--- src/rtl/ps2_pkg.sv ---
// ps2_pkg: shared types and constants for the PS/2 host-side blocks.
//   state_t      - host transmit FSM states
//   DATA_BITS    - payload bits per frame
//   STOP_IDX     - bit counter value at which the stop bit is due
//   DEF_*        - default timing/filter parameters (25 MHz system clock)
//   odd_parity() - parity bit that makes data+parity carry an odd number of ones
package ps2_pkg;

  typedef enum logic [2:0] {
    IDLE,
    INHIBIT,
    SEND,
    ACK,
    WAIT_IDLE,
    DONE
  } state_t;

  localparam int DATA_BITS = 8;
  localparam int STOP_IDX  = 9;

  localparam int DEF_INHIBIT_CYCLES = 2500;    // 100 us
  localparam int DEF_TIMEOUT_CYCLES = 375000;  // 15 ms
  localparam int DEF_FILTER_LEN     = 4;

  function automatic logic odd_parity(input logic [DATA_BITS-1:0] d);
    return ~^d;
  endfunction

endpackage

--- src/rtl/ps2_line_sync.sv ---
// ps2_line_sync: conditions one raw PS/2 pin (clock or data).
//   clock, resetn - system clock, synchronous active-low reset
//   line_i        - raw asynchronous pin level
//   level_o       - filtered level; changes only after FILTER_LEN equal samples
//   fall_o        - one-cycle pulse after level_o goes 1 -> 0
// The idle bus level is high, so every stage presets to 1.
module ps2_line_sync
  import ps2_pkg::*;
#(
  parameter int FILTER_LEN = DEF_FILTER_LEN
) (
  input  logic clock,
  input  logic resetn,
  input  logic line_i,
  output logic level_o,
  output logic fall_o
);

  localparam int CW = (FILTER_LEN > 1) ? $clog2(FILTER_LEN) : 1;

  logic          meta_q, meta_d;
  logic          sync_q, sync_d;
  logic          level_q, level_d;
  logic          prev_q, prev_d;
  logic [CW-1:0] cnt_q, cnt_d;

  always_comb begin
    meta_d  = line_i;
    sync_d  = meta_q;
    prev_d  = level_q;
    level_d = level_q;
    cnt_d   = '0;
    // cnt_q counts how many consecutive samples have already disagreed
    // with the accepted level; the FILTER_LEN-th one flips it.
    if (sync_q != level_q) begin
      if (cnt_q == CW'(FILTER_LEN - 1)) begin
        level_d = sync_q;
      end else begin
        cnt_d = cnt_q + 1'b1;
      end
    end
  end

  always_ff @(posedge clock) begin
    if (!resetn) begin
      meta_q  <= 1'b1;
      sync_q  <= 1'b1;
      level_q <= 1'b1;
      prev_q  <= 1'b1;
      cnt_q   <= '0;
    end else begin
      meta_q  <= meta_d;
      sync_q  <= sync_d;
      level_q <= level_d;
      prev_q  <= prev_d;
      cnt_q   <= cnt_d;
    end
  end

  assign level_o = level_q;
  assign fall_o  = prev_q & ~level_q;

endmodule

--- src/rtl/ps2_host_tx.sv ---
// ps2_host_tx: host-to-device PS/2 command transmitter.
//   clock, resetn          - system clock, synchronous active-low reset
//   tx_data, tx_start      - command byte and one-cycle request (taken when idle)
//   tx_busy, tx_done       - transfer in progress / one-cycle end-of-transfer pulse
//   tx_ack_err, tx_timeout - result flags, held until the next accepted start
//   rx_inhibit             - tells the receive path to ignore line activity
//   ps2_clk_i, ps2_dat_i   - raw open-drain pin levels
//   ps2_clk_oe, ps2_dat_oe - 1 pulls the pin low, 0 releases it
//
// state     | meaning
// ----------+---------------------------------------------------------
// IDLE      | lines released, waiting for tx_start
// INHIBIT   | holding clock low for INHIBIT_CYCLES (request-to-send)
// SEND      | clocking out data[0..7], parity, then releasing for stop
// ACK       | waiting for the device clock that carries the ACK bit
// WAIT_IDLE | waiting for both lines to return high
// DONE      | one-cycle completion pulse
module ps2_host_tx
  import ps2_pkg::*;
#(
  parameter int INHIBIT_CYCLES = DEF_INHIBIT_CYCLES,
  parameter int TIMEOUT_CYCLES = DEF_TIMEOUT_CYCLES,
  parameter int FILTER_LEN     = DEF_FILTER_LEN
) (
  input  logic                 clock,
  input  logic                 resetn,
  input  logic [DATA_BITS-1:0] tx_data,
  input  logic                 tx_start,
  output logic                 tx_busy,
  output logic                 tx_done,
  output logic                 tx_ack_err,
  output logic                 tx_timeout,
  output logic                 rx_inhibit,
  input  logic                 ps2_clk_i,
  input  logic                 ps2_dat_i,
  output logic                 ps2_clk_oe,
  output logic                 ps2_dat_oe
);

  localparam int CNT_MAX = (INHIBIT_CYCLES > TIMEOUT_CYCLES) ? INHIBIT_CYCLES : TIMEOUT_CYCLES;
  localparam int CNT_W   = $clog2(CNT_MAX + 1);
  localparam logic [CNT_W-1:0] INHIBIT_LOAD = CNT_W'(INHIBIT_CYCLES - 1);
  localparam logic [CNT_W-1:0] TIMEOUT_LOAD = CNT_W'(TIMEOUT_CYCLES - 1);
  localparam logic [3:0]       STOP_BIT     = 4'(STOP_IDX);

  state_t               state_q, state_d;
  logic [DATA_BITS:0]   shift_q, shift_d;
  logic [3:0]           bitcnt_q, bitcnt_d;
  logic [CNT_W-1:0]     cnt_q, cnt_d;
  logic                 clk_oe_q, clk_oe_d;
  logic                 dat_oe_q, dat_oe_d;
  logic                 ack_err_q, ack_err_d;
  logic                 timeout_q, timeout_d;

  logic clk_level, clk_fall;
  logic dat_level, dat_fall_unused;

  ps2_line_sync #(.FILTER_LEN(FILTER_LEN)) u_clk_sync (
    .clock   (clock),
    .resetn  (resetn),
    .line_i  (ps2_clk_i),
    .level_o (clk_level),
    .fall_o  (clk_fall)
  );

  ps2_line_sync #(.FILTER_LEN(FILTER_LEN)) u_dat_sync (
    .clock   (clock),
    .resetn  (resetn),
    .line_i  (ps2_dat_i),
    .level_o (dat_level),
    .fall_o  (dat_fall_unused)
  );

  always_ff @(posedge clock) begin
    if (!resetn) begin
      state_q   <= IDLE;
      shift_q   <= '0;
      bitcnt_q  <= '0;
      cnt_q     <= '0;
      clk_oe_q  <= 1'b0;
      dat_oe_q  <= 1'b0;
      ack_err_q <= 1'b0;
      timeout_q <= 1'b0;
    end else begin
      state_q   <= state_d;
      shift_q   <= shift_d;
      bitcnt_q  <= bitcnt_d;
      cnt_q     <= cnt_d;
      clk_oe_q  <= clk_oe_d;
      dat_oe_q  <= dat_oe_d;
      ack_err_q <= ack_err_d;
      timeout_q <= timeout_d;
    end
  end

  always_comb begin
    state_d   = state_q;
    shift_d   = shift_q;
    bitcnt_d  = bitcnt_q;
    cnt_d     = cnt_q;
    clk_oe_d  = clk_oe_q;
    dat_oe_d  = dat_oe_q;
    ack_err_d = ack_err_q;
    timeout_d = timeout_q;
    case (state_q)
      IDLE: begin
        if (tx_start) begin
          shift_d   = {odd_parity(tx_data), tx_data};
          ack_err_d = 1'b0;
          timeout_d = 1'b0;
          clk_oe_d  = 1'b1;
          dat_oe_d  = 1'b0;
          cnt_d     = INHIBIT_LOAD;
          state_d   = INHIBIT;
        end
      end
      INHIBIT: begin
        if (cnt_q == '0) begin
          // Start bit and clock release land together.
          clk_oe_d = 1'b0;
          dat_oe_d = 1'b1;
          bitcnt_d = '0;
          cnt_d    = TIMEOUT_LOAD;
          state_d  = SEND;
        end else begin
          cnt_d = cnt_q - 1'b1;
        end
      end
      SEND, ACK, WAIT_IDLE: begin
        // One budget spans the whole device-clocked phase; expiry beats
        // any line event seen in the same cycle.
        if (cnt_q == '0) begin
          clk_oe_d  = 1'b0;
          dat_oe_d  = 1'b0;
          timeout_d = 1'b1;
          state_d   = DONE;
        end else begin
          cnt_d = cnt_q - 1'b1;
          case (state_q)
            SEND: begin
              if (clk_fall) begin
                if (bitcnt_q == STOP_BIT) begin
                  dat_oe_d = 1'b0;
                  state_d  = ACK;
                end else begin
                  dat_oe_d = ~shift_q[bitcnt_q];
                end
                bitcnt_d = bitcnt_q + 1'b1;
              end
            end
            ACK: begin
              if (clk_fall) begin
                ack_err_d = dat_level;
                state_d   = WAIT_IDLE;
              end
            end
            default: begin
              if (clk_level && dat_level) begin
                state_d = DONE;
              end
            end
          endcase
        end
      end
      DONE: begin
        state_d = IDLE;
      end
      default: begin
        state_d  = IDLE;
        clk_oe_d = 1'b0;
        dat_oe_d = 1'b0;
      end
    endcase
  end

  always_comb begin
    tx_busy    = 1'b1;
    rx_inhibit = 1'b1;
    tx_done    = 1'b0;
    case (state_q)
      IDLE: begin
        tx_busy    = 1'b0;
        rx_inhibit = 1'b0;
      end
      DONE:    tx_done = 1'b1;
      default: ;
    endcase
  end

  assign tx_ack_err = ack_err_q;
  assign tx_timeout = timeout_q;
  assign ps2_clk_oe = clk_oe_q;
  assign ps2_dat_oe = dat_oe_q;

endmodule
--- config.mk ---
export PLATFORM = sky130hd
export DESIGN_NAME = ps2_host_tx
export DESIGN_NICKNAME = d
export VERILOG_FILES = /design/src/rtl/ps2_pkg.sv /design/src/rtl/ps2_line_sync.sv /design/src/rtl/ps2_host_tx.sv
export SDC_FILE = /design/constraint.sdc
export NUM_CORES = 1
export LEC_CHECK = 0
export BUFFER_PORTS_ARGS = -buffer_cell sky130_fd_sc_hd__buf_4
export CAP_MARGIN = 20
export CORE_ASPECT_RATIO = 1.2
export CORE_MARGIN = 2
export CORE_UTILIZATION = 50
export CTS_CLUSTER_DIAMETER = 150
export DETAILED_ROUTE_END_ITERATION = 6
export PLACE_DENSITY_LB_ADDON = 0.15
export SLEW_MARGIN = 30
export SYNTH_ARGS = -nofsm -noshare
export SYNTH_HDL_FRONTEND = slang
export SYNTH_SLANG_ARGS = --single-unit
--- constraint.sdc ---
create_clock -name clock -period 2.6 [get_ports clock]
set_input_delay 0.26 -clock clock [delete_from_list [all_inputs] [get_ports clock]]
set_output_delay 0.26 -clock clock [all_outputs]
set_load 0.01 [all_outputs]
# Word-level counts from Yosys, hierarchy flattened
# Index checks and enable logic that the tools add are counted.
[word_totals]
wordCells = 111
in_bits = 13
out_inout_bits = 7
ff_bits = 50
[op_classes]
addsub = 4
muxes = 37
n_lt_le_gt_ge = 1
bitwise_logic = 7
n_eq_ne = 24
n_reduce_logical = 21
[op_table]
columns = ["op", "count"]
rows = [
  ["two-way mux 19 bit", 3],
  ["one-hot mux 19 bit (3 select lines)", 1],
  ["two-way mux 3 bit", 7],
  ["logical NOT 19 bit", 1],
  ["subtractor 19 x 1 -> 19 bit (second input constant)", 1],
  ["two-way mux 4 bit", 4],
  ["AND reduction 5 bit", 3],
  ["two-way mux 1 bit", 14],
  ["!= test 2 bit (second input constant)", 7],
  ["!= test 4 bit (second input constant)", 3],
  ["one-hot mux 3 bit (3 select lines)", 1],
  ["AND reduction 3 bit", 3],
  ["OR reduction 3 bit", 3],
  ["one-hot mux 4 bit (2 select lines)", 1],
  ["XNOR reduction 8 bit", 1],
  ["== test 3 x 2 -> 1 bit (second input constant)", 2],
  ["== test 3 bit (second input constant)", 2],
  ["!= test 3 bit (second input constant)", 2],
  ["inverter 1 bit", 6],
  ["one-hot mux 3 bit (2 select lines)", 1],
  ["AND reduction 2 bit", 3],
  ["AND reduction 6 bit", 1],
  ["< comparator 4 x 5 -> 1 bit (second input constant)", 1],
  ["!= test 5 bit (second input constant)", 1],
  ["other kinds (17)", 22],
]

# Longest topological paths before layout
[logic_depth]
ltp_word = 8
ltp_mapped = 8
ltp_nobuf = 8

# Hierarchy
# A second synthesis with hierarchy kept.
[hier_totals]
cells_unflattened = 323
hier_area_um2 = 2661.3
[modules_own_cells]
columns = ["module", "seq_area_each_um2", "n_inst", "area_per_inst_um2", "cells_each"]
rows = [
  ["ps2_host_tx", 780.7, 1, 2255.9, 291],
  ["ps2_line_sync", 120.1, 2, 202.7, 16],
]

# Least setup slack after synthesis
# OpenSTA, ideal clock, no wires.
[synth_timing]
path_kind = "register to register"
from = "reg cnt_q[12]"
to = "reg cnt_q[7]"
setup_time_ns = 0.116
path_stages_with_launch = 8
required_time_ns = 2.484
setup_slack_ns = 0.473
n_path_buf = 1
synth_period_minus_slack_ns = 2.127
arrival_time_ns = 2.011
path_cell_list = "dfxtp_1 -> or4_4 -> nor4_4 -> nand4_1 -> nand2_2 -> buf_6 -> a21oi_1 -> o211a_1"
[synth_between]
elab_chain_cells = 3
elab_cells_between_ends = 5
classes_between = "eq/ne: 1; mux: 2; reduce/logical: 2"
[synth_rtl]
columns = ["element", "line", "text"]
rows = [
  ["start, declared", "ps2_host_tx.sv:49", "logic [CNT_W-1:0] cnt_q, cnt_d;"],
  ["start signal, assigned", "ps2_host_tx.sv:88", "cnt_q <= cnt_d;"],
  ["logical NOT 19 bit *", "ps2_host_tx.sv:118, ps2_host_tx.sv:132", ""],
  ["two-way mux 19 bit or != test 2 bit (tied branches)", "--", ""],
  ["one-hot mux 19 bit (3 select lines) or AND reduction 3 bit (tied branches)", "--", ""],
]
# Mark *: on every way between the ends. The rest lies on a longest branch, timed or not.
# A chain may end at the register's enable or synchronous reset.

# Worst setup path in the final report
[layout_timing]
from = "reg cnt_q[12]"
to = "reg cnt_q[15]"
[layout_between]
elab_chain_cells = 3
elab_cells_between_ends = 7
classes_between = "add/sub: 1; eq/ne: 1; mux: 3; reduce/logical: 2"
[layout_rtl]
columns = ["element", "line", "text"]
rows = [
  ["subtractor 19 x 1 -> 19 bit or logical NOT 19 bit (tied branches)", "--", ""],
  ["two-way mux 19 bit, or another cell as far along", "ps2_host_tx.sv:132", "if (cnt_q == '0) begin"],
  ["one-hot mux 19 bit (3 select lines) or AND reduction 3 bit (tied branches)", "--", ""],
]
# Parallel ways exist; a longest one is shown, timed or not. The select of a mux whose other input is x is not followed.

==> flow_summary.json <==
{
  "status": "finished, final reports clean",
  "whs_path_depth": 2,
  "hold_viol_final": 0,
  "slew_headroom_pct": 69.1,
  "path_cells": "or4_4, nor4_4, and3_1, nand2_2, a211oi_1, o221a_2",
  "fin_skew_ns": 0.0165,
  "drv_slew": 0,
  "syn_area_per_cell_sq_um": 8.34,
  "setup_viol": 0,
  "htreeDepth": 2,
  "clk_pin_slew_ns": 0.09,
  "p_per_area_nw_per_um2": 640,
  "synth_largest_area_cell": "dfxtp_1",
  "reg2reg_depth": 6,
  "clock.fmax_ghz": 0.421,
  "hold_path_class": "input port to flop",
  "n_antenna_cell": 0,
  "syn_inst": 317,
  "stdcell_count": 402,
  "whs_endpoint": "u_clk_sync.meta_q",
  "slowest_stage": "or4_4",
  "rrSetupSlack_ns": 0.23,
  "routed_via_density": 5.77,
  "synth_cell_type_count": 55,
  "drc": 0,
  "final_nets": 359,
  "grt_pass1_vias": 2204,
  "netlist_area_sq_um": 2640,
  "period_needed_ns": 2.37,
  "worst_r2r_endpoint": "cnt_q[15]",
  "yosys_warnings": 0,
  "startpoint_type": "flop",
  "dpl_cell_area_sq_um": 2880,
  "drtIter0Drc": 151,
  "overflow": 0,
  "port_buffers": 19,
  "design.portCount": 20,
  "cts_resized": 0,
  "synth_top_cell_area_share_pct": 37.9,
  "postCtsHoldBufs": 0,
  "cts_tree": "built",
  "grt_max_degree": 48,
  "rows": 29,
  "ir_drop_v": 0.000382,
  "postLayoutCellArea_sq_um": 2960,
  "dieArea_sq_um": 5880,
  "total_power_uw": 1900,
  "leakagePower_uw": 0.00120,
  "hp-start": "ps2_clk_i",
  "cap_violations": 0,
  "ys.flop_type": "dfxtp_1",
  "drt_pass1_iterations": 4,
  "clkLatencyLatePin_ns": 0.31,
  "required_ns": 2.86,
  "synthArstFlopShare_pct": 0,
  "grt_usage_pct": 20.1,
  "max_slew.worst_pin.slew_ns": 0.463,
  "worst_path_largest_cell_delay_ns": 0.58,
  "clk_path_buf_depth": 2,
  "crit_arrival_ns": 2.63,
  "synth-seq-cells": 50,
  "cts_root_buf": "clkbuf_8",
  "final.period_utilization_pct": 91.3,
  "rsz0062_at_grt": "no",
  "synthTopCellsByArea": "dfxtp_1, nand2_1, a21oi_1",
  "tns_ns": 0,
  "reg2reg_from": "cnt_q[12]",
  "drt_wl_total_um": 5750,
  "core_sq_um": 5190,
  "areaGrowthSynthToFinish_pct": 12.2,
  "syn_nets": 336,
  "postCtsSetupBuffers": 0,
  "clock-sinks": 50,
  "wl_per_cell_um": 14.3,
  "worst-path-max-fanout": 9,
  "vias": 2321,
  "place_hpwl_um": 4120,
  "dp.cells": 395,
  "grt_first_pass_wirelength_um": 9690,
  "critPathKind": "flop to flop",
  "start_util_pct": 50.9,
  "place_congestion": 0.868,
  "die_width_um": 70.4,
  "antenna_left": 0,
  "whs_ns": 0.141,
  "synth-edff-count": 0,
  "antenna_found_initial": 0,
  "yosysSeqAreaShare_pct": 37.9,
  "endpoint_kind": "flop",
  "cts_made_buffers": 5,
  "die_h_um": 83.6,
  "drive_above_1_share_pct": 15.9
}
[worst max-delay path, delay by kind of cell, from the launching register on]
kind	cells	cell delay (ns)
AND/OR/NAND/NOR	4	1.50
flip-flops	1	0.36
AO/OA/AOI/OAI	2	0.46
[layout make-up]
class                           count  area [sq um]
Clock buffer                        5          68.8
Fill cell                         492          2220
Timing Repair Buffer               31           233
Sequential cell                    50          1000
Multi-Input combinational cell    244          1540
Tap cell                           62          77.6
Inverter                            8          30.0
Clock inverter                      2          15.0
[worst max-delay path by stage]
stage	slack [ns]	cells past startpoint	startpoint	end
finish	0.23	6	cnt_q[12]	cnt_q[15]
global route	0.13	6	cnt_q[12]	cnt_q[15]
CTS	0.25	6	cnt_q[12]	cnt_q[15]
detailed placement	0.27	6	cnt_q[12]	cnt_q[15]
global placement	0.38	6	cnt_q[12]	cnt_q[15]
floorplan	0.47	7	cnt_q[12]	cnt_q[7]
[synthesized netlist by cell type (3+ instances only)]
cell	instances
o221a_2	7
xnor2_1	7
nand3_1	5
o211a_1	3
or3_1	4
o22ai_1	4
a21oi_1	24
nand2_1	43
nor3_1	11
a31oi_1	5
nor4_1	4
ha_1	6
dfxtp_1	50
nand3b_1	3
xor2_1	9
nor2b_1	3
a21boi_0	12
nor2_1	31
nand4_1	8
nand2b_1	8
mux2i_1	5
inv_1	8
o21ai_0	6
clkbuf_1	10
[cell usage in the layout (no fill, tap or decap), types with 2 or more instances in the layout]
cell	n
xnor2_1	7
o221a_2	7
nand3b_1	3
o22ai_1	4
nand4b_1	2
buf_4	31
dfxtp_1	50
a21boi_0	12
and3_1	2
nor3_1	11
nor4bb_1	2
o211a_1	3
ha_1	6
or4_1	2
o21ai_0	6
a32oi_1	2
clkinvlp_4	2
o21ai_1	2
a21oi_1	24
nand2b_1	8
nor4_1	4
a21o_1	2
nor2_1	31
inv_1	8
nand4_1	8
nand3_1	5
clkbuf_8	5
mux2i_1	5
nand2_1	43
nor2b_1	3
and4b_1	2
xor2_1	9
a31oi_1	5
or3_1	4
nand2_2	2
[kinds of logic after synthesis]
kind of cell	count (synthesis)	share of synthesized area [%]
AND/OR/NAND/NOR	138	26.9
multiplexers	7	3.17
adder cells (fa/ha/maj)	6	2.84
AO/OA/AOI/OAI	77	20.0
XOR/XNOR	16	5.30
flip-flops	50	37.9
buffers and inverters	23	3.88
[sequential cells by signal (all words and copies together), names as in the netlist, 2 cells and up]
register,flops
shift_q,9
state_q,3
u_dat_sync.cnt_q,2
u_clk_sync.cnt_q,2
bitcnt_q,4
cnt_q,19
[where the power goes]
part | total [uW] | switching, uW | internal (uW)
combinational | 558 | 315 | 242
sequential | 896 | 64.5 | 831
clock | 444 | 260 | 184
total | 1900 | 640 | 1260
[metal layers]
metal / GRT usage, % / vias up / share of wire, %
met4: 7.17 / 0 / 1.3
met1: 25.3 / 1074 / 46
met2: 34.6 / 52 / 49
met3: 2.90 / 6 / 3.9
met5: 0 / - / 0
li1: - / 1189 / -
[stage by stage]
stage | setup slack (ns) | util (%)
2_1_floorplan | 0.473 | -
3_3_place_gp | 0.384 | 55.5
3_5_place_dp | 0.269 | 55.5
4_1_cts | 0.249 | 57.1
5_1_grt | 0.128 | 57.1
6_report | 0.226 | 57.1
No activity file was read; power rests on OpenSTA's default activity.
